### src/rtl/key_event_fifo_if.sv
// CPU/scanner-side bus of the key event FIFO: scanner strobe plus the
// chip-select/address/read/write register interface, read data and irq.
interface key_event_fifo_if;
  logic        key_valid;
  logic [3:0]  key_code;
  logic [3:0]  key_row;
  logic [3:0]  key_column;
  logic        keyfifoCtrl;
  logic        read_enable;
  logic        write_enable;
  logic [3:0]  address;
  logic [15:0] write_data;
  logic [15:0] read_data_output;
  logic        irq;

  // Handshake: key_valid is a one-cycle strobe with no back-pressure. A
  // register access is taken on any edge where keyfifoCtrl and
  // read_enable/write_enable are high; read data appears the next cycle.
  modport master (
    output key_valid, key_code, key_row, key_column,
    output keyfifoCtrl, read_enable, write_enable, address, write_data,
    input  read_data_output, irq
  );

  modport slave (
    input  key_valid, key_code, key_row, key_column,
    input  keyfifoCtrl, read_enable, write_enable, address, write_data,
    output read_data_output, irq
  );
endinterface

### src/rtl/key_event_fifo.sv
// Circular FIFO of keypad events, popped by the CPU through a DATA register,
// with STATUS/CTRL registers and a level interrupt while events are pending.
module key_event_fifo #(
  parameter int DEPTH = 8,
  parameter int PTR_W = 3
) (
  input  logic            clock,
  input  logic            reset,
  key_event_fifo_if.slave bus
);

  localparam logic [PTR_W:0] FULL_CNT = (PTR_W+1)'(DEPTH);

  logic [11:0]      mem_q [DEPTH];
  logic [PTR_W-1:0] wr_ptr_q, wr_ptr_d;
  logic [PTR_W-1:0] rd_ptr_q, rd_ptr_d;
  logic [PTR_W:0]   count_q, count_d;
  logic             overflow_q, overflow_d;
  logic             irq_en_q, irq_en_d;
  logic [15:0]      rdata_q, rdata_d;

  logic rd_sel, wr_sel, pop_do, push_do, flush, clr_ovf, ovf_set, full, nonempty;
  logic unused_wdata;

  assign unused_wdata = ^bus.write_data[15:3];
  assign full         = (count_q == FULL_CNT);
  assign nonempty     = (count_q != '0);

  // A read takes priority, so a simultaneous write strobe never reaches CTRL.
  assign rd_sel  = bus.keyfifoCtrl && bus.read_enable;
  assign wr_sel  = bus.keyfifoCtrl && bus.write_enable && !bus.read_enable
                   && (bus.address == 4'h4);
  assign pop_do  = rd_sel && (bus.address == 4'h0) && nonempty;
  assign flush   = wr_sel && bus.write_data[0];
  assign clr_ovf = wr_sel && bus.write_data[1];
  assign push_do = bus.key_valid && !flush && (!full || pop_do);
  assign ovf_set = bus.key_valid && !flush && full && !pop_do;

  always_comb begin
    wr_ptr_d   = wr_ptr_q;
    rd_ptr_d   = rd_ptr_q;
    count_d    = count_q;
    overflow_d = overflow_q;
    irq_en_d   = irq_en_q;
    rdata_d    = 16'h0000;

    if (flush) begin
      wr_ptr_d = '0;
      rd_ptr_d = '0;
      count_d  = '0;
    end else begin
      if (push_do) wr_ptr_d = wr_ptr_q + 1'b1;
      if (pop_do)  rd_ptr_d = rd_ptr_q + 1'b1;
      case ({push_do, pop_do})
        2'b10:   count_d = count_q + 1'b1;
        2'b01:   count_d = count_q - 1'b1;
        default: count_d = count_q;
      endcase
    end

    // A set on the same edge as a clear leaves overflow asserted.
    if (ovf_set)      overflow_d = 1'b1;
    else if (clr_ovf) overflow_d = 1'b0;

    if (wr_sel) irq_en_d = bus.write_data[2];

    if (rd_sel) begin
      case (bus.address)
        4'h0:    rdata_d = pop_do ? {4'h0, mem_q[rd_ptr_q]} : 16'h0000;
        4'h2:    rdata_d = {4'h0, {(7-PTR_W){1'b0}}, count_q, 1'b0,
                            overflow_q, full, nonempty};
        4'h4:    rdata_d = {13'b0, irq_en_q, 2'b00};
        default: rdata_d = 16'h0000;
      endcase
    end
  end

  always_ff @(posedge clock or posedge reset) begin
    if (reset) begin
      wr_ptr_q   <= '0;
      rd_ptr_q   <= '0;
      count_q    <= '0;
      overflow_q <= 1'b0;
      irq_en_q   <= 1'b0;
      rdata_q    <= 16'h0000;
    end else begin
      wr_ptr_q   <= wr_ptr_d;
      rd_ptr_q   <= rd_ptr_d;
      count_q    <= count_d;
      overflow_q <= overflow_d;
      irq_en_q   <= irq_en_d;
      rdata_q    <= rdata_d;
    end
  end

  // Storage needs no reset; only the pointers define which entries are live.
  always_ff @(posedge clock) begin
    if (push_do) mem_q[wr_ptr_q] <= {bus.key_row, bus.key_column, bus.key_code};
  end

  assign bus.read_data_output = rdata_q;
  assign bus.irq              = irq_en_q && nonempty;

endmodule

### src/flat_wrapper.sv
// flat-port wrapper written by rule: the top's interface ports become plain ports
module key_event_fifo_flat 
#(
  parameter int DEPTH = 8,
  parameter int PTR_W = 3
)
  (clock, reset, bus_key_valid, bus_key_code, bus_key_row, bus_key_column, bus_keyfifoCtrl, bus_read_enable, bus_write_enable, bus_address, bus_write_data, bus_read_data_output, bus_irq);
  key_event_fifo_if bus_i ();
  input  logic clock;
  input  logic reset;
  input wire logic [$bits(bus_i.key_valid)-1:0] bus_key_valid;
  input wire logic [$bits(bus_i.key_code)-1:0] bus_key_code;
  input wire logic [$bits(bus_i.key_row)-1:0] bus_key_row;
  input wire logic [$bits(bus_i.key_column)-1:0] bus_key_column;
  input wire logic [$bits(bus_i.keyfifoCtrl)-1:0] bus_keyfifoCtrl;
  input wire logic [$bits(bus_i.read_enable)-1:0] bus_read_enable;
  input wire logic [$bits(bus_i.write_enable)-1:0] bus_write_enable;
  input wire logic [$bits(bus_i.address)-1:0] bus_address;
  input wire logic [$bits(bus_i.write_data)-1:0] bus_write_data;
  output wire logic [$bits(bus_i.read_data_output)-1:0] bus_read_data_output;
  output wire logic [$bits(bus_i.irq)-1:0] bus_irq;
  assign bus_i.key_valid = bus_key_valid;
  assign bus_i.key_code = bus_key_code;
  assign bus_i.key_row = bus_key_row;
  assign bus_i.key_column = bus_key_column;
  assign bus_i.keyfifoCtrl = bus_keyfifoCtrl;
  assign bus_i.read_enable = bus_read_enable;
  assign bus_i.write_enable = bus_write_enable;
  assign bus_i.address = bus_address;
  assign bus_i.write_data = bus_write_data;
  assign bus_read_data_output = bus_i.read_data_output;
  assign bus_irq = bus_i.irq;
  key_event_fifo #(.DEPTH(DEPTH), .PTR_W(PTR_W)) u_core (.clock(clock), .reset(reset), .bus(bus_i));
endmodule
### config.mk
export PLATFORM = sky130hd
export DESIGN_NAME = key_event_fifo_flat
export DESIGN_NICKNAME = d
export VERILOG_FILES = /design/src/rtl/key_event_fifo_if.sv /design/src/rtl/key_event_fifo.sv /design/src/flat_wrapper.sv
export SDC_FILE = /design/constraint.sdc
export NUM_CORES = 1
export LEC_CHECK = 0
export ABC_AREA = 1
export ABC_CLOCK_PERIOD_IN_PS = 5350
export CAP_MARGIN = 5
export CORE_MARGIN = 2
export CORE_UTILIZATION = 25
export DETAILED_ROUTE_END_ITERATION = 6
export GPL_ROUTABILITY_DRIVEN = 0
export GPL_TIMING_DRIVEN = 0
export SYNTH_ARGS = -nofsm -noshare
export SYNTH_HDL_FRONTEND = slang
export SYNTH_SLANG_ARGS = --single-unit
### constraint.sdc
create_clock -name clock -period 5.35 [get_ports clock]
set_input_delay 1.07 -clock clock [delete_from_list [all_inputs] [get_ports clock]]
set_output_delay 1.07 -clock clock [all_outputs]
set_load 0.05 [all_outputs]
==> impl_metrics.py, run 1 <==
metrics = {
    "floorplanning": {
        "coreArea_um2": 20360,
        "ios": 55,
        "dieArea_um2": 22110,
        "rows": 52,
        "die_h_um": 148.7,
        "die_x_um": 148.7,
        "start_util": 0.2570,
    },
    "detailed_routing": {
        "wl_met2_um": 5823,
        "drtPass1Iterations": 5,
        "antenna_left": 0,
        "drtIter0Drc": 314,
        "vias": 3640,
        "met3_wirelength_um": 917,
        "finalWirelength_um": 12630,
        "top_layer_used": "met4",
        "drcViolationCount": 0,
        "vias_per_cell": 4.298,
        "post_drt_wl_per_cell_um": 14.91,
        "drt-met1-wl_um": 5606,
    },
    "power": {
        "p_per_area_nw_per_um2": 478.2,
        "peakVddDrop_uv": 264.3,
        "leakage_nw": 2.689,
    },
    "grt": {
        "grt_pass1_vias": 3538,
        "grt_max_degree": 25,
        "grtUsageTotal": 0.1221,
        "grt_pass1_wl_um": 19680,
        "antenna_found_initial": 0,
        "overflow": 0,
    },
    "sta": {
        "setup-violations-final": 0,
        "relSlewSlack": 0.1442,
        "grt_setup_unrepaired": "false",
        "worst_slew_pin_slew_ps": 1279,
        "whs_ps": 511.6,
        "maxSlewViolCount": 0,
        "max_freq_mhz": 294.7,
        "min_period_ps": 3393,
        "post-route-period-util": 0.6342,
        "hold_violations": 0,
        "clock-skew-final_ps": 8.981,
        "fin_setup_tns_ps": 0,
    },
    "clock_tree": {
        "cts_resized": 0,
        "clk_path_buf_depth": 2,
        "clkLatencyLatePin_ps": 420,
        "h-tree-depth": 4,
        "cts_setup_buffers": 0,
        "cts_tree": "done",
        "cts_buffers": 17,
        "root_buffer": "clkbuf_16",
        "clkTransAtPathRegs_ps": 50,
        "cts_hold_buf": 0,
        "cts_sinks": 120,
    },
    "cells_and_area": {
        "drive_gt1_frac": 0.1282,
        "nets": 607,
        "n_antenna_cell": 0,
        "area_growth_pct": 27.37,
    },
    "logic_synthesis": {
        "ys_seq_area_frac": 0.6656,
        "syn_area_per_cell_um2": 10.49,
        "synthCells": 499,
        "syn-cell-area_um2": 5234,
        "ys_types": 26,
        "synth_seq_cells": 120,
        "yosysWarnings": 0,
    },
    "critical_path": {
        "cp-end-kind": "flip-flop",
        "cp.arrival_ps": 3420,
        "timing.rr.start": "u_core.count_q[0]",
        "cp-start-kind": "primary input",
        "worstRegToRegCells": 6,
        "r2r_setup_slack_ps": 2760,
        "cp_num_buf_inv": 2,
        "r2r_end": "u_core.mem_q[0][1]",
        "crit_path_cell_trace": "clkdlybuf4s50_1 > nand2_2 > inv_1 > nand3_2 > nand2_1 > nand4_1 > nor2_1",
        "crit_type": "in -> reg",
        "crit_path_max_incr_delay_ps": 1030,
        "required_ps": 5380,
        "cp_slowest_cell": "nor2_1",
        "crit_fanout": 12,
        "path_delay_family": "simple AND/OR/NAND/NOR gates",
    },
    "hold_path": {
        "hold_path_depth": 2,
        "hp-start": "u_core.overflow_q",
        "hold_path_class": "reg -> reg",
        "min_to": "u_core.overflow_q",
    },
    "run": {
        "maxCapViolCount": 0,
    },
    "place": {
        "hpwlAfterDp_um": 8152,
        "port_buffers": 37,
    },
    "status": {
        "status": "finished clean",
    },
}
report_power, final:
part	total [mW]	internal [mW]	switching [mW]	leakage (nW)
sequential	1.22	1.16	0.0673	1.18
combinational	0.793	0.256	0.537	1.22
clock	1.17	0.746	0.425	0.297
total	3.19	2.16	1.03	2.69
how the worst max path moves through the flow:
stage                                endpoint  slack, ps  cells past startpoint       startpoint
final                      u_core.mem_q[0][1]       1960                      7  bus_keyfifoCtrl
after global routing       u_core.mem_q[0][2]       1770                      7  bus_read_enable
after CTS                 u_core.mem_q[2][11]       1880                      7  bus_keyfifoCtrl
after detailed placement   u_core.mem_q[2][5]       1440                      7  bus_keyfifoCtrl
after global placement     u_core.mem_q[7][6]        760                      7  bus_keyfifoCtrl
after floorplan            u_core.mem_q[7][0]       2440                      5   bus_address[3]
metal layers:
metal  GRT usage  up-vias
met5           0        -
met4     0.05095        0
met3     0.04049       22
met2      0.1910      119
met1      0.1557     1711
li1            -     1788
cell usage in the layout (no fill, tap or decap), types with 9 or more instances in the layout:
cell,count
inv_1,61
nor2_1,40
clkbuf_16,17
dfrtp_1,24
a21oi_1,22
buf_6,9
edfxtp_1,96
clkdlybuf4s50_1,37
o21ai_0,16
nand2_1,117
nand3_1,62
synthesized netlist by cell type:
| master | number | area, um2 |
|---|---|---|
| nand2_1 | 117 | 439.2 |
| edfxtp_1 | 96 | 2883 |
| nand3_1 | 62 | 310.3 |
| inv_1 | 61 | 229.0 |
| nor2_1 | 41 | 153.9 |
| dfrtp_1 | 24 | 600.6 |
| a21oi_1 | 22 | 110.1 |
| o21ai_0 | 16 | 80.08 |
| nor3_1 | 10 | 50.05 |
| buf_2 | 7 | 35.03 |
| buf_6 | 6 | 67.56 |
| buf_4 | 5 | 37.54 |
| ha_1 | 5 | 62.56 |
| clkbuf_1 | 4 | 15.01 |
| inv_2 | 3 | 11.26 |
| nand4_1 | 3 | 18.77 |
| or2_2 | 3 | 18.77 |
| xor2_1 | 3 | 26.28 |
| nand3_2 | 2 | 20.02 |
| nor2_2 | 2 | 12.51 |
| o21ai_1 | 2 | 10.01 |
| buf_1 | 1 | 3.750 |
| conb_1 | 1 | 3.750 |
| nand2_2 | 1 | 6.260 |
| nand3_4 | 1 | 17.52 |
| nor2_4 | 1 | 11.26 |
final cells by class:
class / instances / area [um2]
fill: 2020 / 13700
clock inverter: 14 / 172.7
timing repair buffer: 43 / 449.2
tap: 270 / 337.8
buffer: 23 / 158.9
multi-input combinational: 295 / 1385
clock buffer: 18 / 439.2
inverter: 64 / 240.2
sequential: 120 / 3483
flip-flops by register name, indices dropped and copies added, names as in the netlist:
| name | count |
|---|---|
| u_core.irq_en_q | 1 |
| u_core.count_q | 4 |
| u_core.bus.read_data_output | 12 |
| u_core.rd_ptr_q | 3 |
| u_core.overflow_q | 1 |
| u_core.mem_q | 96 |
| u_core.wr_ptr_q | 3 |
worst min-delay path, delay by kind of cell, from the launching register on:
family,cells,cell delay [ps]
flip-flops,1,340
AO/OA/AOI/OAI,2,130
per-stage QoR:
stage               instance area [um2]    util  instances  power [mW]  worst slack, ps
floorplan                          5245       -        502       1.748             2437
global placement                   5953  0.2923        809       1.988            755.1
detailed placement                 6043  0.2968        814       2.027             1438
CTS                                6655  0.3268        846       3.200             1884
global route                       6666  0.3274        847       3.358             1772
finish                             6666  0.3274        847       3.188             1957
cells by family after synthesis:
kind of cell / after synthesis / share of synthesized area
flip-flops: 120 / 0.6656
other: 1 / 0.0007165
AO/OA/AOI/OAI: 40 / 0.03825
adder cells (fa/ha/maj): 5 / 0.01195
buffers and inverters: 87 / 0.07626
XOR/XNOR: 3 / 0.005021
AND/OR/NAND/NOR: 243 / 0.2023
No activity file was read; power rests on OpenSTA's default activity.
==> run 2, diff against run 1 <==
--- a/config.mk
+++ b/config.mk
@@ -6,7 +6,7 @@
 export NUM_CORES = 1
 export LEC_CHECK = 0
 export ABC_AREA = 1
-export ABC_CLOCK_PERIOD_IN_PS = 5350
+export ABC_CLOCK_PERIOD_IN_PS = 3500
 export CAP_MARGIN = 5
 export CORE_MARGIN = 2
 export CORE_UTILIZATION = 25
==> constraint.sdc (replaced) <==
create_clock -name clock -period 3.5 [get_ports clock]
set_input_delay 0.7 -clock clock [delete_from_list [all_inputs] [get_ports clock]]
set_output_delay 0.7 -clock clock [all_outputs]
set_load 0.05 [all_outputs]
==> results of run 2 <==
Same layout as run 1 (identical final DEF). Status: finished clean.
Main changes from that run: setup slack after placement 1438 ps -> -42.50 ps; setup slack after layout 1957 ps -> 476.8 ps; register-to-register setup slack 2760 ps -> 910 ps; total power 3.188 mW -> 4.873 mW; worst IR drop on VDD 264.3 uV -> 404.0 uV
